File: src/rtl/bitonic_sort_pipe.sv
// Fully pipelined bitonic sorting network for N = 2^LOG2N unsigned elements.
// Every comparator layer is followed by one register layer (data, valid, desc),
// so latency is LOG2N*(LOG2N+1)/2 cycles at one vector per cycle. A stalled
// output (out_valid && !out_ready) freezes the whole pipe, bubbles included.
module bitonic_sort_pipe #(
    parameter int DATA_W = 8,
    parameter int LOG2N  = 3
) (
    input  logic                              clk,
    input  logic                              rst,
    input  logic                              in_valid,
    output logic                              in_ready,
    input  logic                              in_desc,
    input  logic [(DATA_W << LOG2N)-1:0]      in_data,
    output logic                              out_valid,
    input  logic                              out_ready,
    output logic                              out_desc,
    output logic [(DATA_W << LOG2N)-1:0]      out_data
);

    localparam int N  = 1 << LOG2N;
    localparam int VW = N * DATA_W;
    localparam int NL = LOG2N * (LOG2N + 1) / 2;

    // One comparator layer: stage s, sub-step j. Pairs (i, i^2^j) with bit j of
    // i clear; bit s of i selects descending, and desc inverts every pair.
    // Equal elements are never swapped.
    function automatic logic [VW-1:0] cmp_layer(
        input logic [VW-1:0] x,
        input int            s,
        input int            j,
        input logic          desc
    );
        logic [VW-1:0]     y;
        logic [DATA_W-1:0] a;
        logic [DATA_W-1:0] b;
        logic              dir;
        y = x;
        for (int i = 0; i < N; i++) begin
            if (((i >> j) & 1) == 0) begin
                a   = x[i*DATA_W +: DATA_W];
                b   = x[(i + (1 << j))*DATA_W +: DATA_W];
                dir = (((i >> s) & 1) != 0) ^ desc;
                if (dir ? (a < b) : (a > b)) begin
                    y[i*DATA_W +: DATA_W]              = b;
                    y[(i + (1 << j))*DATA_W +: DATA_W] = a;
                end
            end
        end
        return y;
    endfunction

    logic [VW-1:0] data_q    [NL];
    logic [NL-1:0] valid_q;
    logic [NL-1:0] desc_q;

    logic [VW-1:0] src_data  [NL];
    logic [NL-1:0] src_valid;
    logic [NL-1:0] src_desc;
    logic [VW-1:0] layer_out [NL];
    logic          stall;

    assign stall    = valid_q[NL-1] && !out_ready;
    assign in_ready = !stall;

    assign out_valid = valid_q[NL-1];
    assign out_desc  = desc_q[NL-1];
    assign out_data  = data_q[NL-1];

    // Layer inputs: layer 0 takes the port, every later layer its predecessor's register.
    always_comb begin
        src_data     = '{default: '0};
        src_valid    = '0;
        src_desc     = '0;
        src_data[0]  = in_data;
        src_valid[0] = in_valid;
        src_desc[0]  = in_desc;
        for (int l = 1; l < NL; l++) begin
            src_data[l]  = data_q[l-1];
            src_valid[l] = valid_q[l-1];
            src_desc[l]  = desc_q[l-1];
        end
    end

    // Comparator network: walk stages s and sub-steps j = s-1..0 in layer order.
    always_comb begin
        int l;
        layer_out = '{default: '0};
        l = 0;
        for (int s = 1; s <= LOG2N; s++) begin
            for (int k = 0; k < s; k++) begin
                layer_out[l] = cmp_layer(src_data[l], s, s - 1 - k, src_desc[l]);
                l = l + 1;
            end
        end
    end

    // Pipeline registers: clear on reset, hold on stall, otherwise every layer advances.
    always_ff @(posedge clk) begin
        if (rst) begin
            for (int l = 0; l < NL; l++) begin
                data_q[l] <= '0;
            end
            valid_q <= '0;
            desc_q  <= '0;
        end else if (!stall) begin
            for (int l = 0; l < NL; l++) begin
                data_q[l] <= layer_out[l];
            end
            valid_q <= src_valid;
            desc_q  <= src_desc;
        end
    end

endmodule

File: config.mk
export PLATFORM = sky130hd
export DESIGN_NAME = bitonic_sort_pipe
export DESIGN_NICKNAME = d
export VERILOG_FILES = /design/src/rtl/bitonic_sort_pipe.sv
export SDC_FILE = /design/constraint.sdc
export NUM_CORES = 1
export LEC_CHECK = 0
export ABC_AREA = 1
export CORE_MARGIN = 2
export CORE_UTILIZATION = 50
export DETAILED_ROUTE_END_ITERATION = 16
export PLACE_DENSITY_LB_ADDON = 0.15
export SYNTH_ARGS = -nofsm -noshare
export SYNTH_HDL_FRONTEND = slang
export SYNTH_SLANG_ARGS = --single-unit
File: constraint.sdc
create_clock -name clk -period 9.1 [get_ports clk]
set_input_delay 0.91 -clock clk [delete_from_list [all_inputs] [get_ports clk]]
set_output_delay 0.91 -clock clk [all_outputs]
set_load 0.05 [all_outputs]
==> results.md, run 1 <==
* Sw power at about 4.4 mW
* Non-Filler Instances at 4025
* LEAKAGE at 14.1 nW
* Row cnt at 86
* Core area at 0.0548 mm^2
* Post-Synthesis Cells at around 3300
* Top Ports at roughly 140
* Num CTS Buffers at 45
* Post-CTS setup buffer count at 0
* Root Driver: clkbuf_16
* H-tree Lvls at 2
* DRC violations left at 0
* Combinational power share at 0.505
* Cells on worst reg2reg path at 5
* Int Pwr at 5.83 mW
* Die H at 239 um
* Share of cells above drive strength 1 at 0.0771
* FF-to-FF Start: valid_q[5]$_SDFFE_PP0N_
* Grt ovf at 0
* Total Routing Usage GR at 0.209
* Antenna Nets Post-Route at 0
* Total negative slack at 0 ns
* VDD IR-drop max at about 0.00017 V
* Syn Nets at ~3600
* WL/cell at 14.7 um
* Final Max Slew Viols at 0
* Clock power frac at 0.187
* Worst min path class: reg2reg
* Post-cts hold buffer count at 0
* Setup Skew at roughly 0.013 ns
* Yosys cell types at 25
* Register area at approximately 0.012 mm^2
* Min Tclk post-route at 3.64 ns
* Via count at 20900
* CTS Buffer Depth at 3
* Min-delay src: valid_q[0]$_SDFFE_PP0N_
* Reg clk slew, reported paths at approximately 0.06 ns
* CP max FO at slightly below 80
* Worst setup EP type: register
* CTS tree: yes
* Critical path type: in2reg
* Reg power frac at 0.308
* Routed WL at between 50 and 60 mm
* Achievable frequency at around 270 MHz
* IO buf count at between 100 and 150
* Worst R2R Setup Slack at approximately 6.0 ns
* Reg-to-reg endpoint: data_q[0][298]$_SDFFCE_PN0P_
* Status: complete, no violations
* First DRT Iteration DRCs at approximately 1400
* Critical path data required time at about 9.3 ns
* Sw Ratio at 0.432
* Hold endpoint: valid_q[1]$_SDFFE_PP0N_
* Synthesized cell area at approximately 0.028 mm^2
* Placement Cell Area at approximately 0.028 mm^2
* Vias in the first global route at 19000
* RSZ-0062 raised after global routing: false
* Worst Slack Setup Final at roughly 5.5 ns
* Max capacitance violation total at 0
* Clock tree sinks at 396
* Initial Util at 0.503
* Area Overhead vs Synth at 7.03%
* Pwr dens at between 300 and 400 mW/mm^2
* Worst skew pair latency at between 0.5 and 0.6 ns
* Antenna violations before repair at 0
* Diodes inserted at 0
* Final instance area at 0.0295 mm^2
* Routability cong. at around 0.9
* Number of synthesized register bits at approximately 400
* Worst Hold Depth at 2
* Yosys warnings at 0
* DIE WIDTH at roughly 240 um
* Most common cell after layout, fill and taps aside: nand2_1
* Fin crit share at 0.400
* Resize count post-CTS at 0
* Detailed placement HPWL at 43.4 mm
* Layout Nets at roughly 3500
* Final setup fails at 0
* Post-placement cell count at around 3900
* Slew margin rel. at 0.0818
* 1st-pass router iterations at 5
* First-pass GRT wire length at 96.3 mm
* Filler cells at roughly 5000
* Die footprint at roughly 0.057 mm^2
* Final hold vios at 0
* Startpoint types: primary input
* Setup crit start: rst
* Commonest non-fill, non-tap cells in the layout: nand2_1, inv_1, a21oi_1
* Avg Inst Size Synth at a little over 8 um^2
* Largest net degree at the start of global routing at between 200 and 300
* Seq/Total Area, Yosys at 0.427
* Critical path arrival at a little under 4 ns
* Slew @ Worst Pin at 1.38 ns
* Multi-input logic area at roughly 0.012 mm^2
* Place WS at 4.75 ns
* Via/cell ratio at between 5 and 6
routing by layer:
| layer | up-vias | part of all wire | global-route usage |
|---|---|---|---|
| met3 | 121 | 0.041 | 0.0316 |
| li1 | 10800 | - | - |
| met2 | 442 | 0.49 | 0.365 |
| met5 | - | 0 | 0 |
| met1 | 9571 | 0.44 | 0.264 |
| met4 | 0 | 0.035 | 0.0746 |
power groups by stage:
stage / Combinational, mW / Sequential (mW) / Clock [mW]
after floorplan: 4.70 / 2.96 / 0
after global placement: 5.04 / 3.20 / 0
after detailed placement: 5.15 / 3.21 / 0
after CTS: 5.18 / 3.17 / 1.96
after global routing: 5.98 / 3.21 / 2.03
final: 5.19 / 3.16 / 1.92
worst max-delay path by stage:
stage | end | slack, ns
after floorplan | valid_q[5]$_SDFFE_PP0N_ | 2.78
after global placement | data_q[0][294]$_SDFFCE_PN0P_ | 4.82
after detailed placement | data_q[0][292]$_SDFFCE_PN0P_ | 4.75
after CTS | data_q[0][298]$_SDFFCE_PN0P_ | 5.39
after global routing | data_q[0][296]$_SDFFCE_PN0P_ | 5.19
final | data_q[0][298]$_SDFFCE_PN0P_ | 5.46
layout make-up:
cell class              count  area share
repair buffers            142      0.0485
well taps                 704      0.0299
flip-flops and latches    396       0.399
inverters                 484      0.0616
clock inverters            27      0.0114
multi-input cells        2216       0.407
clock buffers              56      0.0421
critical path, stage by stage:
cell and delay (ns):
clkdlybuf4s50_1 0.55, inv_1 0.11, nand2_4 0.69, buf_4 0.83, buf_4 0.67
metrics by stage:
step / total power [mW] / util / hold WS (ns)
final: 10.3 / 0.538 / 0.475
after global routing: 11.2 / 0.538 / 0.512
after CTS: 10.3 / 0.538 / 0.477
after detailed placement: 8.36 / 0.510 / 0.467
after global placement: 8.24 / 0.510 / 0.459
after floorplan: 7.66 / - / 0.444
cell usage after synthesis:
master / n / area share
nand3_1: 297 / 0.054
nand3_2: 109 / 0.040
dfxtp_1: 12 / 0.0087
nor2_1: 427 / 0.058
edfxtp_1: 384 / 0.42
buf_4: 112 / 0.031
nand4_1: 9 / 0.0020
nand2_4: 3 / 0.0012
a21oi_2: 4 / 0.0013
nand3_4: 3 / 0.0019
a21o_1: 24 / 0.0065
inv_1: 480 / 0.065
nor2_2: 29 / 0.0066
o22ai_1: 9 / 0.0020
o21ai_1: 1 / 0.00018
buf_2: 72 / 0.013
nand2_1: 633 / 0.086
o21ai_0: 2 / 0.00036
nand2_2: 27 / 0.0061
clkinv_1: 1 / 0.00014
ha_1: 192 / 0.087
inv_2: 3 / 0.00041
a21oi_1: 443 / 0.080
nor2_4: 4 / 0.0016
buf_6: 67 / 0.027
registers in the layout, summed over array words and instances, names as in the netlist:
signal	cells
desc_q	6
valid_q	6
data_q	384
cells by family (layout without fill, tap and decap cells):
logic type | count (synthesis) | count (layout) | synth area share
adder cells (fa/ha/maj) | 192 | 192 | 0.0872
buffers and inverters | 735 | 709 | 0.137
AO/OA/AOI/OAI | 483 | 483 | 0.0909
AND/OR/NAND/NOR | 1541 | 1541 | 0.258
flip-flops | 396 | 396 | 0.427
Note: power is estimated with default switching activity, not from simulation.
==> run 2: changes to the inputs <==
==> constraint.sdc (replaced) <==
create_clock -name clk -period 3.2 [get_ports clk]
set_input_delay 0.32 -clock clk [delete_from_list [all_inputs] [get_ports clk]]
set_output_delay 0.32 -clock clk [all_outputs]
set_load 0.05 [all_outputs]
==> run 2 against run 1 <==
Net effect: sequential share of layout area fell by 0.24 points; count of clock-buffer cells in the layout fell by 1; via count rose by 0.19%; global-route usage rose by 0.069 points; flip-flop and latch count did not move; wire length rose by 1.1%; clock skew rose by 0.011 ns; core utilization rose by 0.33 points; critical path depth rose by 1; combinational power rose to 2.9 times the previous value; highest routed layer unchanged.
==> results.md, run 2 (synthesis results as in run 1) <==
* Antenna violations before repair at 0 (unchanged)
* WL/cell at 14.8 um (+0.70%)
* 1st-pass router iterations at 6 (+1)
* DRC violations left at 0 (unchanged)
* Total Routing Usage GR at 0.210 (+0.000691)
* Slew margin rel. at 0.543 (+0.462)
* H-tree Lvls at 2 (unchanged)
* Number of buffers and inverters on the critical path at 0 (-4)
* Worst min path class: in2reg
* First-pass GRT wire length at 97.2 mm (+0.94%)
* Grt ovf at 0 (unchanged)
* Most flop-heavy register: data_q
* Via count at 21000 (+0.19%)
* LEAKAGE at 14.2 nW (+0.80%)
* Worst skew pair latency at 0.58 ns (about the same)
* First DRT Iteration DRCs at 1375 (+1.5%)
* Area Overhead vs Synth at 7.69%
* Top Ports at 136 (unchanged)
* Final setup fails at 0 (unchanged)
* Multi-input logic area at 0.0120 mm^2 (unchanged)
* Critical path type: reg2reg
* Largest net degree at the start of global routing at 105 (-59%)
* CTS tree: yes
* Fin crit share at 0.767
* Crit path max-delay cell type: nand3_2
* Achievable frequency at around 400 MHz
* Setup Skew at 0.0242 ns (+0.0107 ns)
* Pwr dens at 985 mW/mm^2 (+180%)
* Regs by FF count: data_q: 384 flops, desc_q: 6 flops, valid_q: 6 flops
* CP Cell Sequence: ha_1 -> a21o_1 -> nor2_2 -> nand3_2 -> a21oi_1 -> nor2_1
* Row cnt at 86 (unchanged)
* Final Max Slew Viols at 0 (unchanged)
* Post-placement cell count at 3958 (+0.41%)
* Most common cell after layout, fill and taps aside: nand2_1
* CP max FO at 32 (-58%)
* Filler cells at 5026 (+0.98%)
* Slowest stage delay, CP at 0.50 ns (-0.33 ns)
* Total negative slack at 0 ns (unchanged)
* Routed WL at 59.8 mm (+1.1%)
* CP top delay family: simple AND/OR/NAND/NOR gates
* Critical path data required time at 3.51 ns (-5.81 ns)
* Status: complete, no violations
* Diodes inserted at 0 (unchanged)
* Worst setup EP type: register
* Die footprint at 0.0570 mm^2 (unchanged)
* IO buf count at 135 (unchanged)
* Worst Hold Depth at 3 (+1)
* Via/cell ratio at 5.19 (-0.18%)
* Post-CTS setup buffer count at 0 (unchanged)
* VDD IR-drop max at 0.000462 V (+180%)
* Routability cong. at 0.887 (-3.2%)
* Detailed placement HPWL at 45.0 mm (+3.6%)
* Register area at 0.0118 mm^2 (unchanged)
* Cells on worst reg2reg path at 6 (+1)
* Startpoint types: register
* Max reg flops at 384 (unchanged)
* Reg clk slew, reported paths at 0.06 ns (about the same)
* Final hold vios at 0 (unchanged)
* Root Driver: clkbuf_16
* Slew @ Worst Pin at 0.684 ns (-0.693 ns)
* Commonest non-fill, non-tap cells in the layout: nand2_1, inv_1, a21oi_1
* Non-Filler Instances at 4040 (+0.37%)
* Worst R2R Setup Slack at 0.75 ns (-5.23 ns)
* Num CTS Buffers at 45 (unchanged)
* Antenna Nets Post-Route at 0 (unchanged)
* Resize count post-CTS at 0 (unchanged)
* RSZ-0062 raised after global routing: false
* DIE WIDTH at 239 um (unchanged)
* Vias in the first global route at 19100 (+0.42%)
* Die H at 239 um (unchanged)
* Min Tclk post-route at about 2.5 ns
* CTS Buffer Depth at 3 (unchanged)
* Share of cells above drive strength 1 at 0.0839 (+0.00685)
* Hold endpoint: valid_q[0]$_SDFFE_PP0N_
* Reg-to-reg endpoint: data_q[0][87]$_SDFFCE_PN0P_
* Clock tree sinks at 396 (unchanged)
* Min-delay src: in_valid
* FF-to-FF Start: data_q[0][7]$_SDFFCE_PN0P_
* Initial Util at 0.503 (unchanged)
* Core area at 0.0548 mm^2 (unchanged)
* Layout Nets at 3562 (+0.45%)
* Post-cts hold buffer count at 0 (unchanged)
* Critical path arrival at 2.76 ns (-1.10 ns)
* Max capacitance violation total at 0 (unchanged)
==> run 2: cell count changes in the layout (fill, tap and decap cells not counted), sizes merged <==
cell / before / now
clkinvlp: 4 / 3
buf: 7 / 23
clkinv: 15 / 18
clkbuf: 56 / 55
bufinv: 8 / 6
==> run 2: layout make-up <==
class / count / share of cell area
Clock inverter: 27 / 0.0108
Tap cell: 704 / 0.0297
Multi-Input combinational cell: 2216 / 0.405
Inverter: 484 / 0.0613
Sequential cell: 396 / 0.397
Clock buffer: 55 / 0.0410
Timing Repair Buffer: 158 / 0.0556
==> run 2: metrics by stage <==
step	setup slack, ns	power, mW	hold WS (ns)	utilization	cell area, um^2
after detailed placement	0.538	24.0	0.462	0.514	28100
after global routing	0.511	31.9	0.330	0.542	29700
after CTS	0.726	29.3	0.307	0.542	29700
final	0.747	29.2	0.325	0.542	29700
after global placement	0.589	23.6	0.454	0.514	28100
after floorplan	0.118	21.8	0.420	-	27600
==> run 2: tightest hold or removal path: cells and delay by family <==
kind	cells	cell delay (ns)
buffers and inverters	1	0.40
AOI/OAI and AO/OA	1	0.07
and+or+nand+nor	1	0.06
==> run 2: report_power, final <==
group          switching (mW)  leakage [nW]  internal [mW]
clock                    2.08         0.751           3.20
sequential               1.12          4.61           7.78
combinational            9.60          8.86           5.43
==> run 2: worst max-delay path by stage <==
stage,end,from,cells past startpoint
floorplan,valid_q[5]$_SDFFE_PP0N_,valid_q[5]$_SDFFE_PP0N_,5
global placement,data_q[0][51]$_SDFFCE_PN0P_,in_data[61],9
detailed placement,data_q[0][49]$_SDFFCE_PN0P_,in_data[63],8
CTS,data_q[0][228]$_SDFFCE_PN0P_,data_q[0][131]$_SDFFCE_PN0P_,8
global route,data_q[0][223]$_SDFFCE_PN0P_,data_q[0][191]$_SDFFCE_PN0P_,8
finish,data_q[0][87]$_SDFFCE_PN0P_,data_q[0][7]$_SDFFCE_PN0P_,6
==> run 2: per-layer routing <==
layer  wire, um  vias up  global-route usage
met5          0        -                   0
met3       2130       93              0.0223
met2      29900      418               0.378
li1           -    10800                   -
met4       1520        0              0.0644
met1      26300     9634               0.265
